### config.mk
export PLATFORM = sky130hd
export DESIGN_NAME = serial_adder
export DESIGN_NICKNAME = d
export VERILOG_FILES = /design/src/rtl/serial_adder.sv
export SDC_FILE = /design/constraint.sdc
export NUM_CORES = 1
export LEC_CHECK = 0
export CORE_MARGIN = 4
export CORE_UTILIZATION = 51
export DETAILED_ROUTE_END_ITERATION = 8
export PLACE_DENSITY = 0.77
export RECOVER_POWER = 100
export SYNTH_ARGS = -nofsm -noshare
export SYNTH_HDL_FRONTEND = slang
export SYNTH_SLANG_ARGS = --single-unit
### constraint.sdc
create_clock -name clk -period 1.6 [get_ports clk]
set_input_delay 0.16 -clock clk [delete_from_list [all_inputs] [get_ports clk]]
set_output_delay 0.16 -clock clk [all_outputs]
set_load 0.02 [all_outputs]
### src/rtl/serial_adder.sv
// Bit-serial WIDTH-bit adder: one full-adder cell fed LSB first, registered carry.
// Optional SERIAL_ADDER_OVF_EN adds a two's-complement overflow output.
module serial_adder #(
    parameter int WIDTH = 8
) (
    input  logic             clk,
    input  logic             rst,
    input  logic             in_valid,
    output logic             in_ready,
    input  logic [WIDTH-1:0] a,
    input  logic [WIDTH-1:0] b,
    input  logic             carry_in,
    output logic             out_valid,
    input  logic             out_ready,
    output logic [WIDTH-1:0] sum,
    output logic             carry_out,
`ifdef SERIAL_ADDER_OVF_EN
    output logic             ovf,
`endif
    output logic             busy
);
    localparam int CW = $clog2(WIDTH) + 1;

    typedef enum logic [1:0] {IDLE, RUN, DONE} state_t;

    state_t           state_q, state_d;
    logic [WIDTH-1:0] a_sh_q, a_sh_d;
    logic [WIDTH-1:0] b_sh_q, b_sh_d;
    logic [WIDTH-1:0] sum_sh_q, sum_sh_d;
    logic [WIDTH-1:0] sum_q, sum_d;
    logic             c_q, c_d;
    logic             co_q, co_d;
    logic             ovf_q, ovf_d;
    logic [CW-1:0]    cnt_q, cnt_d;

    // single full-adder cell
    logic fa_s, fa_c;
    assign fa_s = a_sh_q[0] ^ b_sh_q[0] ^ c_q;
    assign fa_c = (a_sh_q[0] & b_sh_q[0]) | (a_sh_q[0] & c_q) | (b_sh_q[0] & c_q);

    always_comb begin
        state_d  = state_q;
        a_sh_d   = a_sh_q;
        b_sh_d   = b_sh_q;
        sum_sh_d = sum_sh_q;
        sum_d    = sum_q;
        c_d      = c_q;
        co_d     = co_q;
        ovf_d    = ovf_q;
        cnt_d    = cnt_q;
        case (state_q)
            IDLE: begin
                if (in_valid) begin
                    a_sh_d  = a;
                    b_sh_d  = b;
                    c_d     = carry_in;
                    cnt_d   = '0;
                    state_d = RUN;
                end
            end
            RUN: begin
                c_d      = fa_c;
                sum_sh_d = {fa_s, sum_sh_q[WIDTH-1:1]};
                a_sh_d   = a_sh_q >> 1;
                b_sh_d   = b_sh_q >> 1;
                cnt_d    = cnt_q + CW'(1);
                // result registers load only here, so they stay frozen outside this edge
                if (cnt_q == CW'(WIDTH - 1)) begin
                    sum_d   = {fa_s, sum_sh_q[WIDTH-1:1]};
                    co_d    = fa_c;
                    ovf_d   = c_q ^ fa_c;
                    state_d = DONE;
                end
            end
            DONE: begin
                if (out_ready) state_d = IDLE;
            end
            default: state_d = IDLE;
        endcase
    end

    always_ff @(posedge clk) begin
        if (rst) begin
            state_q  <= IDLE;
            a_sh_q   <= '0;
            b_sh_q   <= '0;
            sum_sh_q <= '0;
            sum_q    <= '0;
            c_q      <= 1'b0;
            co_q     <= 1'b0;
            ovf_q    <= 1'b0;
            cnt_q    <= '0;
        end else begin
            state_q  <= state_d;
            a_sh_q   <= a_sh_d;
            b_sh_q   <= b_sh_d;
            sum_sh_q <= sum_sh_d;
            sum_q    <= sum_d;
            c_q      <= c_d;
            co_q     <= co_d;
            ovf_q    <= ovf_d;
            cnt_q    <= cnt_d;
        end
    end

    assign in_ready  = (state_q == IDLE);
    assign busy      = (state_q == RUN);
    assign out_valid = (state_q == DONE);
    assign sum       = sum_q;
    assign carry_out = co_q;
`ifdef SERIAL_ADDER_OVF_EN
    assign ovf       = ovf_q;
`else
    logic unused_ovf;
    assign unused_ovf = ovf_q;
`endif
endmodule

---- After elaboration in Yosys (flattened, before gate mapping) ----
Cells that the tools add are included.
word-level totals
  flip-flop bits (word level) ............. 40
  input port bits ......................... 21
  output and inout bits ................... 12
  word-level logic and storage cells ...... 39
cells by class
  $add $sub $neg .......................... 1
  equal/unequal tests ..................... 6
  multiplexer cells ....................... 12
  bitwise operators ....................... 7
  reductions and logical operators ........ 5
operators by type and width
  operator                                               number
  case mux 8 bit (2 select lines)                        2
  two-way mux 8 bit                                      2
  case mux 4 bit (2 select lines)                        1
  two-way mux 2 bit                                      3
  case mux 2 bit (3 select lines)                        1
  adder 4 x 1 -> 4 bit, second input constant            1
  == test 4 x 3 -> 1 bit, second input constant          1
  two-way mux 4 bit                                      1
  inequality test 2 x 1 -> 1 bit, second input constant  2
  AND reduction 2 bit                                    2
  bitwise AND 1 bit                                      3
  AND reduction 3 bit                                    1
  == test 2 x 1 -> 1 bit, second input constant          1
  == test 2 bit, second input constant                   1
  zero test 2 bit                                        1
  inequality test 2 bit, second input constant           1
  bitwise OR 1 bit                                       2
  case mux 1 bit (2 select lines)                        1
  nonzero test 2 bit                                     1
  bitwise XOR 1 bit                                      2
  two-way mux 1 bit                                      1

---- Logic depth before layout (Yosys ltp) ----
Gate-level depths: netlist of run 1.
  depth in word-level cells ............... 4
  gate-level depth with buffers ........... 7
  gate-level depth less buffers ........... 4

---- Least setup slack after synthesis of run 1 ----
OpenSTA, ideal clock, no wires.
  kind .................................... register -> register
  start ................................... reg cnt_q[0]
  end ..................................... reg sum_q[0] (netlist: sum[0])
  setup time .............................. 131 ps
  data arrival time ....................... 1182 ps
  required time ........................... 1469 ps
  slack ................................... 287 ps
  stages on the path, launching flop included .. 6
  buffers on the path ..................... 1
  period minus slack after synthesis ...... 1313 ps
  cell sequence ........................... dfxtp_1 > ha_1 > and3b_1 > clkbuf_1 > a21bo_2 > a21oi_2
on the way
  word-level cells in the longest chain between the ends .. 2
ends and longest elaborated chain
  element                        line  source
  start: declaration             34    logic [CW-1:0] cnt_q, cnt_d;
  start signal: assignment       102   cnt_q <= cnt_d;
  == test 4 x 3 -> 1 bit         68    if (cnt_q == CW'(WIDTH - 1)) begin
  AND reduction 2 bit (no line)  n/a
  end signal: assignment         98    sum_q <= sum_d;
  end: declaration               30    logic [WIDTH-1:0] sum_q, sum_d;
Every way passes these cells.
A chain may end at the register's enable or synchronous reset.

---- Final worst setup path of run 1 ----
  start ................................... reg sum_q[1] (netlist: sum[1])
  end ..................................... out sum[1]
RTL lines
  element           line  source
  end: declaration  15    output logic [WIDTH-1:0] sum,
No word-level cell between the ends.

==> impl_metrics.toml, run 1 <==
[run_status]
run_status = "finished clean"

[clock_tree]
clock_latency_ns = 0.35
clk_path_buf_depth = 2
clockRootBuffer = "clkbuf_4"
clk_pin_slew_ns = 0.12
numCtsBuffers = 5
cts_tree = "done"
cts_sinks = 39
postCtsSetupRepairBufs = 0
htreeDepth = 2

[route]
drc = 0
drt_iter0_drc = 119
ant_nets = 0
vias = 1503
wl_um = 3780
route.detailed.wl_per_inst_um = 14.1
dr.pass1.iters = 4
vias_per_cell = 5.59

[sta]
hold_violations = 0
finalSetupViolCount = 0
finalCriticalPeriod_ns = 1.51
grt_setup_unrepaired = "no"
slew_violations = 0
timing.fmax_ghz = 0.662
tightest_slew_ns = 0.475
skew_ns = 0.0116
period_share_pct = 94.4
maxSlewHeadroom_pct = 68.3
tns_ns = 0
whs_ns = 0.451

[cells_and_area]
instances_no_fill = 269
multi_input_comb_area_um2 = 803
n_antenna_cell = 0
regArea_um2 = 782
mostFrequentLayoutCells = "dfxtp_1 (38), nor2_1 (32), clkdlybuf4s50_1 (29)"
drive_gt1_share_pct = 9.33
final_common_cell = "dfxtp_1"
fillerInstances = 270
final_nets = 247
synthToLayoutAreaGrowth_pct = 25.3

[logic_synthesis]
synth_cell_types = 29
ys_seq_elements = 39
yosys.area.top_type = "dfxtp_1"
postSynthNetCount = 217
mappedNetlistArea_um2 = 1710
synthTopCellsByArea = "dfxtp_1 (46%), a211oi_1 (7.5%), nor2_1 (7.0%)"
yosysWarnings = 0
synth_top_area_share_pct = 45.7
syn_avg_cell_area_um2 = 8.81
yosysSeqAreaShare_pct = 45.7
syn_inst = 194

[power]
pwr-share-comb_pct = 11.7
leakage_nw = 0.778
p_clk_share_pct = 38.7
sw_frac_of_total_pct = 23.3
p_sw_w = 0.000492
internal_power_w = 0.00162
p_per_area_nw_per_um2 = 988
power_frac_seq_pct = 49.6
peakVddDrop_v = 0.000611

[min_path]
hp-start = "out_ready"
min_path_type = "input pin to register"
min_to = "state_q[1]"
holdPathStages = 4

[run]
maxCapViolCount = 0

[global_routing]
grt_max_degree = 40
grt_busiest_layer = "met2"
antenna_found_initial = 0
grt_first_pass_wirelength_um = 6430
grt_pass1_vias = 1348
grt_use_met2_pct = 30.8
grtUsageTotal_pct = 19.5
met1_usage_pct = 24.5
overflow = 0
grt_use_met3_pct = 6.46

[placed_design]
gp_congestion = 0.722
dp_hpwl_um = 2530
portBuffers = 32
dp_cells = 261

[die]
start_util_pct = 54.6
die-area_um2 = 4340
die_x_um = 65.9
core_um2 = 3130
io_pins = 33
num_rows = 20
die_h_um = 65.9

[critical_path]
worstPathCellList = "clkdlybuf4s50_1"
cp_num_buf_inv = 1
crit_path_max_incr_delay_ns = 0.63
cp_data_arrival_time_ns = 1.35
crit_type = "register to output port"
crit_family = "buffers and inverters"
timing.rr.end = "carry_out"
crit_required_ns = 1.44
worstReg2RegStart = "cnt_q[0]"
rr_worst_depth = 5
slowest_stage = "clkdlybuf4s50_1"
worstPathMaxFanout = 2
cp-end-kind = "output port"
start_kind = "register"
reg2reg_slack_ns = 0.18
[worst max path at each step]
stage | startpoint | end | slack [ns] | cells past startpoint
after floorplan | cnt_q[0] | sum[0] | 0.29 | 5
after global placement | state_q[1] | out_valid | 0.17 | 2
after detailed placement | state_q[0] | a_sh_q[4] | 0.14 | 4
after CTS | state_q[1] | out_valid | 0.04 | 2
after global routing | state_q[0] | a_sh_q[4] | 0.02 | 4
final | sum[1] | sum[1] | 0.09 | 1
[area by class of cell]
| class | count | share of cell area [%] |
|---|---|---|
| flip-flops and latches | 39 | 36.5 |
| clock buffers | 5 | 1.75 |
| well taps | 44 | 2.57 |
| clock inverters | 3 | 3.16 |
| repair buffers | 40 | 17.8 |
| inverters | 4 | 0.701 |
| multi-input cells | 134 | 37.5 |
[per-stage QoR]
stage | power (W) | instance area [um2] | util [%] | setup slack, ns
after floorplan | 0.00123 | 1710 | - | 0.287
after global placement | 0.00131 | 2050 | 65.4 | 0.174
after detailed placement | 0.00132 | 2050 | 65.4 | 0.141
after CTS | 0.00214 | 2150 | 68.7 | 0.0403
after global routing | 0.00220 | 2140 | 68.4 | 0.0172
final | 0.00212 | 2140 | 68.4 | 0.0900
[kinds of logic after synthesis]
group | Yosys count | synth area share [%]
fa+ha+maj | 2 | 1.90
buf+inv | 21 | 7.32
simple gates | 66 | 16.2
compound gates | 66 | 28.9
flops | 39 | 45.7
[synth_stat cells, drive strengths merged]
master and count:
dfxtp 39, nor2 32, nand2 18, a211oi 17, a21oi 17, nand3 11, o2bb2ai 11, a21bo 9
buf 9, clkbuf 8, inv 4, o22ai 4, a22oi 2, a32oi 2, nand2b 2, a31oi 1
and3b 1, fa 1, ha 1, nor2b 1, o21ba 1, o21bai 1, o32a 1, or3 1
[power groups by stage]
stage	logic, W	registers, W	clock network [W]
CTS	0.000250	0.00105	0.000837
detailed placement	0.000250	0.00107	0
finish	0.000248	0.00105	0.000818
global placement	0.000243	0.00107	0
global route	0.000279	0.00105	0.000869
floorplan	0.000171	0.00106	0
[flip-flops by register name (all words and copies together) (netlist names)]
signal	flops
b_sh_q	8
sum	8
carry_out	1
sum_sh_q	7
c_q	1
a_sh_q	8
state_q	2
cnt_q	4
[per-layer routing]
metal / share of wire, % / up-vias
met5: 0 / -
met3: 7.1 / 6
met4: 1.5 / 0
met1: 44 / 707
met2: 47 / 42
li1: - / 748
[repair_timing]
action,CTS,global route
hold buffers,0,0
gates resized for setup,4,2
setup endpoints to repair,3,1
Power figures use the tool's default switching activity.
==> inputs of run 2 (changes only) <==
- MAX_ROUTING_LAYER: default -> met4
==> impl_metrics.toml, run 2 (synthesis gave the netlist of run 1 again) <==
[critical_path]
slowest_stage = "clkdlybuf4s50_1"
worstReg2RegStart = "cnt_q[0]"
critPathLaunch = "sum[1]"
cp_num_buf_inv = 1
cp-end-kind = "output port"
crit_family = "buffers and inverters"
crit_type = "register to output port"
worstPathMaxFanout = 2
crit_required_ns = 1.44
worstPathCellList = "clkdlybuf4s50_1"
crit_path_max_incr_delay_ns = 0.64
start_kind = "register"
cp_data_arrival_time_ns = 1.35

[cells_and_area]
final_nets = 247
final_common_cell = "dfxtp_1"
mostFrequentLayoutCells = "dfxtp_1 (38), nor2_1 (32), clkdlybuf4s50_1 (29)"
synthToLayoutAreaGrowth_pct = 25.3
drive_gt1_share_pct = 9.33
n_antenna_cell = 0

[placed_design]
dp_hpwl_um = 2530
gp_congestion = 0.730
pre_cts_ws_ns = 0.141
portBuffers = 32

[route]
vias_per_cell = 5.55
drt_iter0_drc = 112
wl_um = 3790
dr.pass1.iters = 4
route.detailed.wl_per_inst_um = 14.1
drc = 0
ant_nets = 0
vias = 1493

[run_status]
run_status = "finished clean"

[min_path]
min_path_type = "input pin to register"
hp-start = "out_ready"

[clock_tree]
htreeDepth = 2
postCtsSetupRepairBufs = 0
clock_latency_ns = 0.35
numCtsBuffers = 5
clk_path_buf_depth = 2
cts_sinks = 39
clockRootBuffer = "clkbuf_4"
clk_pin_slew_ns = 0.12
cts_tree = "done"

[global_routing]
antenna_found_initial = 0
grtUsageTotal_pct = 20.2
grt_first_pass_wirelength_um = 6440
grt_max_degree = 40
overflow = 0
grt_pass1_vias = 1353

[die]
die-area_um2 = 4340
io_pins = 33
num_rows = 20
start_util_pct = 54.6
die_h_um = 65.9
core_um2 = 3130
die_x_um = 65.9

[sta]
timing.fmax_ghz = 0.661
grt_setup_unrepaired = "no"
period_share_pct = 94.5
skew_ns = 0.0127
maxSlewHeadroom_pct = 68.3
layout_setup_ws_ns = 0.0877
tns_ns = 0
hold_violations = 0
tightest_slew_ns = 0.475
slew_violations = 0
finalCriticalPeriod_ns = 1.51
finalSetupViolCount = 0

[power]
peakVddDrop_v = 0.000611
p_per_area_nw_per_um2 = 989
leakage_nw = 0.778
power.total_w = 0.00212

[run]
maxCapViolCount = 0
## run 2: cell counts in the layout (fill, tap and decap cells not counted)
Identical to the previous run, type by type.
## run 2: cell type report
cell class,instances,area [um2]
clock inverter,3,67.6
multi-input combinational,134,803
clock buffer,5,37.5
inverter,4,15.0
timing repair buffer,40,380
fill,270,987
tap,44,55.1
sequential,39,782
## run 2: worst reg2reg max path, stage by stage (launching register included)
cell	delay, ns
dfxtp_1	0.37
ha_1	0.24
and3b_1	0.18
buf_4	0.20
a21bo_2	0.23
a21oi_1	0.13
## run 2: timing repair
action | in CTS | in global routing
setup endpoints to repair | 3 | 1
gates resized for setup | 4 | 2
hold buffers | 0 | 0
endpoints found under the hold margin | 0 | 0
## run 2: power breakdown
part	internal (W)	leakage [nW]	total, W	switching, W
logic	0.000121	0.407	0.000248	0.000128
clock network	0.000486	0.0514	0.000820	0.000334
registers	0.00102	0.319	0.00105	0.0000320
total	0.00162	0.778	0.00212	0.000494
## run 2: metrics by stage
step                      hold WS [ns]  std cells  util [%]  area (um2)
final                            0.451        269      68.4        2140
after global routing             0.441        269      68.4        2140
after CTS                        0.439        269      68.7        2150
after detailed placement         0.461        261      65.4        2050
after global placement           0.444        261      65.4        2050
after floorplan                  0.332        194         -        1710
## run 2: worst paths after layout
check	end	slack (ns)	depth (start not counted)
hold / removal	state_q[1]	0.45	4
setup reg to reg	carry_out	0.18	5
setup / recovery	sum[1]	0.09	1
hold reg to reg	sum_sh_q[2]	0.48	2
## run 2: metal layers
metal,part of all wire (%),track usage (%),vias up
li1,-,-,748
met1,44,24.5,698
met2,48,30.8,42
met3,7.0,6.97,5
met4,1.4,7.77,0
met5,0,-,-
==> inputs of run 3 (changes only) <==
- PLACE_DENSITY: 0.77 -> 0.79
- SKIP_LAST_GASP: default -> 1
==> impl_metrics.toml, run 3 (synthesis gave the netlist of run 1 again) <==
[global_routing]
grt_first_pass_wirelength_um = 6600
grt_max_degree = 40
met1_usage_pct = 24.6
overflow = 0
grt_busiest_layer = "met2"
grt_pass1_vias = 1481
grtUsageTotal_pct = 19.8
antenna_found_initial = 0
grt_use_met3_pct = 4.42
grt_use_met2_pct = 32.4

[critical_path]
crit_type = "register to output port"
timing.rr.end = "a_sh_q[6]"
worstReg2RegStart = "state_q[0]"
crit_path_max_incr_delay_ns = 0.68
cp_data_arrival_time_ns = 1.36
worstPathMaxFanout = 2
start_kind = "register"
cp-end-kind = "output port"
slowest_stage = "dlygate4sd3_1"
cp_num_buf_inv = 1
crit_required_ns = 1.44
crit_family = "buffers and inverters"
rr_worst_depth = 4
reg2reg_slack_ns = 0.18
worstPathCellList = "dlygate4sd3_1"

[min_path]
holdPathStages = 4
min_to = "state_q[1]"
min_path_type = "input pin to register"
hp-start = "out_ready"

[cells_and_area]
instances_no_fill = 269
synthToLayoutAreaGrowth_pct = 23.9
final_common_cell = "dfxtp_1"
drive_gt1_share_pct = 8.89
n_antenna_cell = 0
design_area_um2 = 2120
final_nets = 247
utilization_pct = 67.7
mostFrequentLayoutCells = "dfxtp_1 (38), nor2_1 (32), clkdlybuf4s50_1 (21)"

[power]
peakVddDrop_v = 0.000579
leakage_nw = 0.800
p_per_area_nw_per_um2 = 931

[clock_tree]
cts_tree = "done"
clockRootBuffer = "clkbuf_4"
cts_sinks = 39
numCtsBuffers = 5
clk_pin_slew_ns = 0.11
clk_path_buf_depth = 2
htreeDepth = 2
clock_latency_ns = 0.33
hold_buffers = 0

[sta]
maxSlewHeadroom_pct = 67.8
timing.fmax_ghz = 0.659
tightest_slew_ns = 0.482
slew_violations = 0
hold_violations = 0
finalSetupViolCount = 0
period_share_pct = 94.9
skew_ns = 0.0137
finalCriticalPeriod_ns = 1.52
grt_setup_unrepaired = "no"

[placed_design]
gp_congestion = 0.759
portBuffers = 32
dp_hpwl_um = 2620
dp_cells = 261
placed_area_um2 = 2050

[die]
num_rows = 20
io_pins = 33
die_h_um = 65.9
start_util_pct = 54.6
die_x_um = 65.9
core_um2 = 3130
die-area_um2 = 4340

[route]
wl_um = 3690
route.detailed.wl_per_inst_um = 13.7
vias_per_cell = 5.56
dr.pass1.iters = 4
drc = 0
ant_nets = 0
vias = 1495
drt_iter0_drc = 104

[run]
maxCapViolCount = 0

[run_status]
run_status = "finished clean"
-- run 3: cell types whose count changed in the layout (fill, tap and decap cells not counted), sizes merged --
cell	delta
dlygate4sd3	+8
clkinv	+2
bufinv	-1
clkdlybuf4s50	-8
inv	-1
clkbuf	+1
clkinvlp	-1
-- run 3: worst max-delay path by stage --
stage                end  startpoint  slack [ns]  cells past startpoint
5_1_grt        out_valid  state_q[1]       0.005                      2
2_1_floorplan     sum[0]    cnt_q[0]        0.29                      5
3_5_place_dp   a_sh_q[4]  state_q[0]        0.13                      4
3_3_place_gp   a_sh_q[2]    in_valid        0.19                      4
4_1_cts             busy  state_q[1]       -0.12                      3
6_report          sum[6]      sum[6]        0.08                      1
-- run 3: worst register-to-register path: stages (launching register included) --
cell and delay [ns]:
dfxtp_2 0.41, buf_4 0.23, o21ba_2 0.37, nor2_1 0.10
a211oi_1 0.23
-- run 3: final cells by class --
type                            count  area (um2)
Fill cell                         264        1010
Multi-Input combinational cell    134         800
Sequential cell                    39         782
Timing Repair Buffer               40         380
Tap cell                           44        55.1
Clock buffer                        6        51.3
Clock inverter                      2        35.0
Inverter                            4        15.0
-- run 3: repair_timing --
action / 4_1_cts / 5_1_grt
endpoints found under the setup margin: 3 / 1
setup buffers: 0 / 0
pin swaps: 0 / 0
cloned: 0 / 0
resized for setup: 3 / 1
-- run 3: metal layers --
layer | wire length (um) | up-vias
met3 | 178 | 5
met2 | 1800 | 39
li1 | - | 750
met1 | 1670 | 701
met5 | 0 | -
met4 | 32 | 0
-- run 3: power by group --
| part | leakage (nW) | switching [W] | total (W) | internal (W) |
|---|---|---|---|---|
| clock | 0.0482 | 0.000305 | 0.000675 | 0.000369 |
| sequential | 0.319 | 0.0000315 | 0.00105 | 0.00102 |
| combinational | 0.433 | 0.000130 | 0.000250 | 0.000120 |
| total | 0.800 | 0.000466 | 0.00197 | 0.00151 |
-- run 3: per-stage QoR --
| step | hold WS (ns) | total power [W] | setup TNS (ns) | worst slack (ns) |
|---|---|---|---|---|
| 6_report | 0.475 | 0.00197 | 0 | 0.0819 |
| 5_1_grt | 0.486 | 0.00207 | 0 | 0.00542 |
| 4_1_cts | 0.473 | 0.00198 | -0.118 | -0.118 |
| 3_5_place_dp | 0.463 | 0.00132 | 0 | 0.134 |
| 3_3_place_gp | 0.442 | 0.00131 | 0 | 0.192 |
| 2_1_floorplan | 0.332 | 0.00123 | 0 | 0.287 |
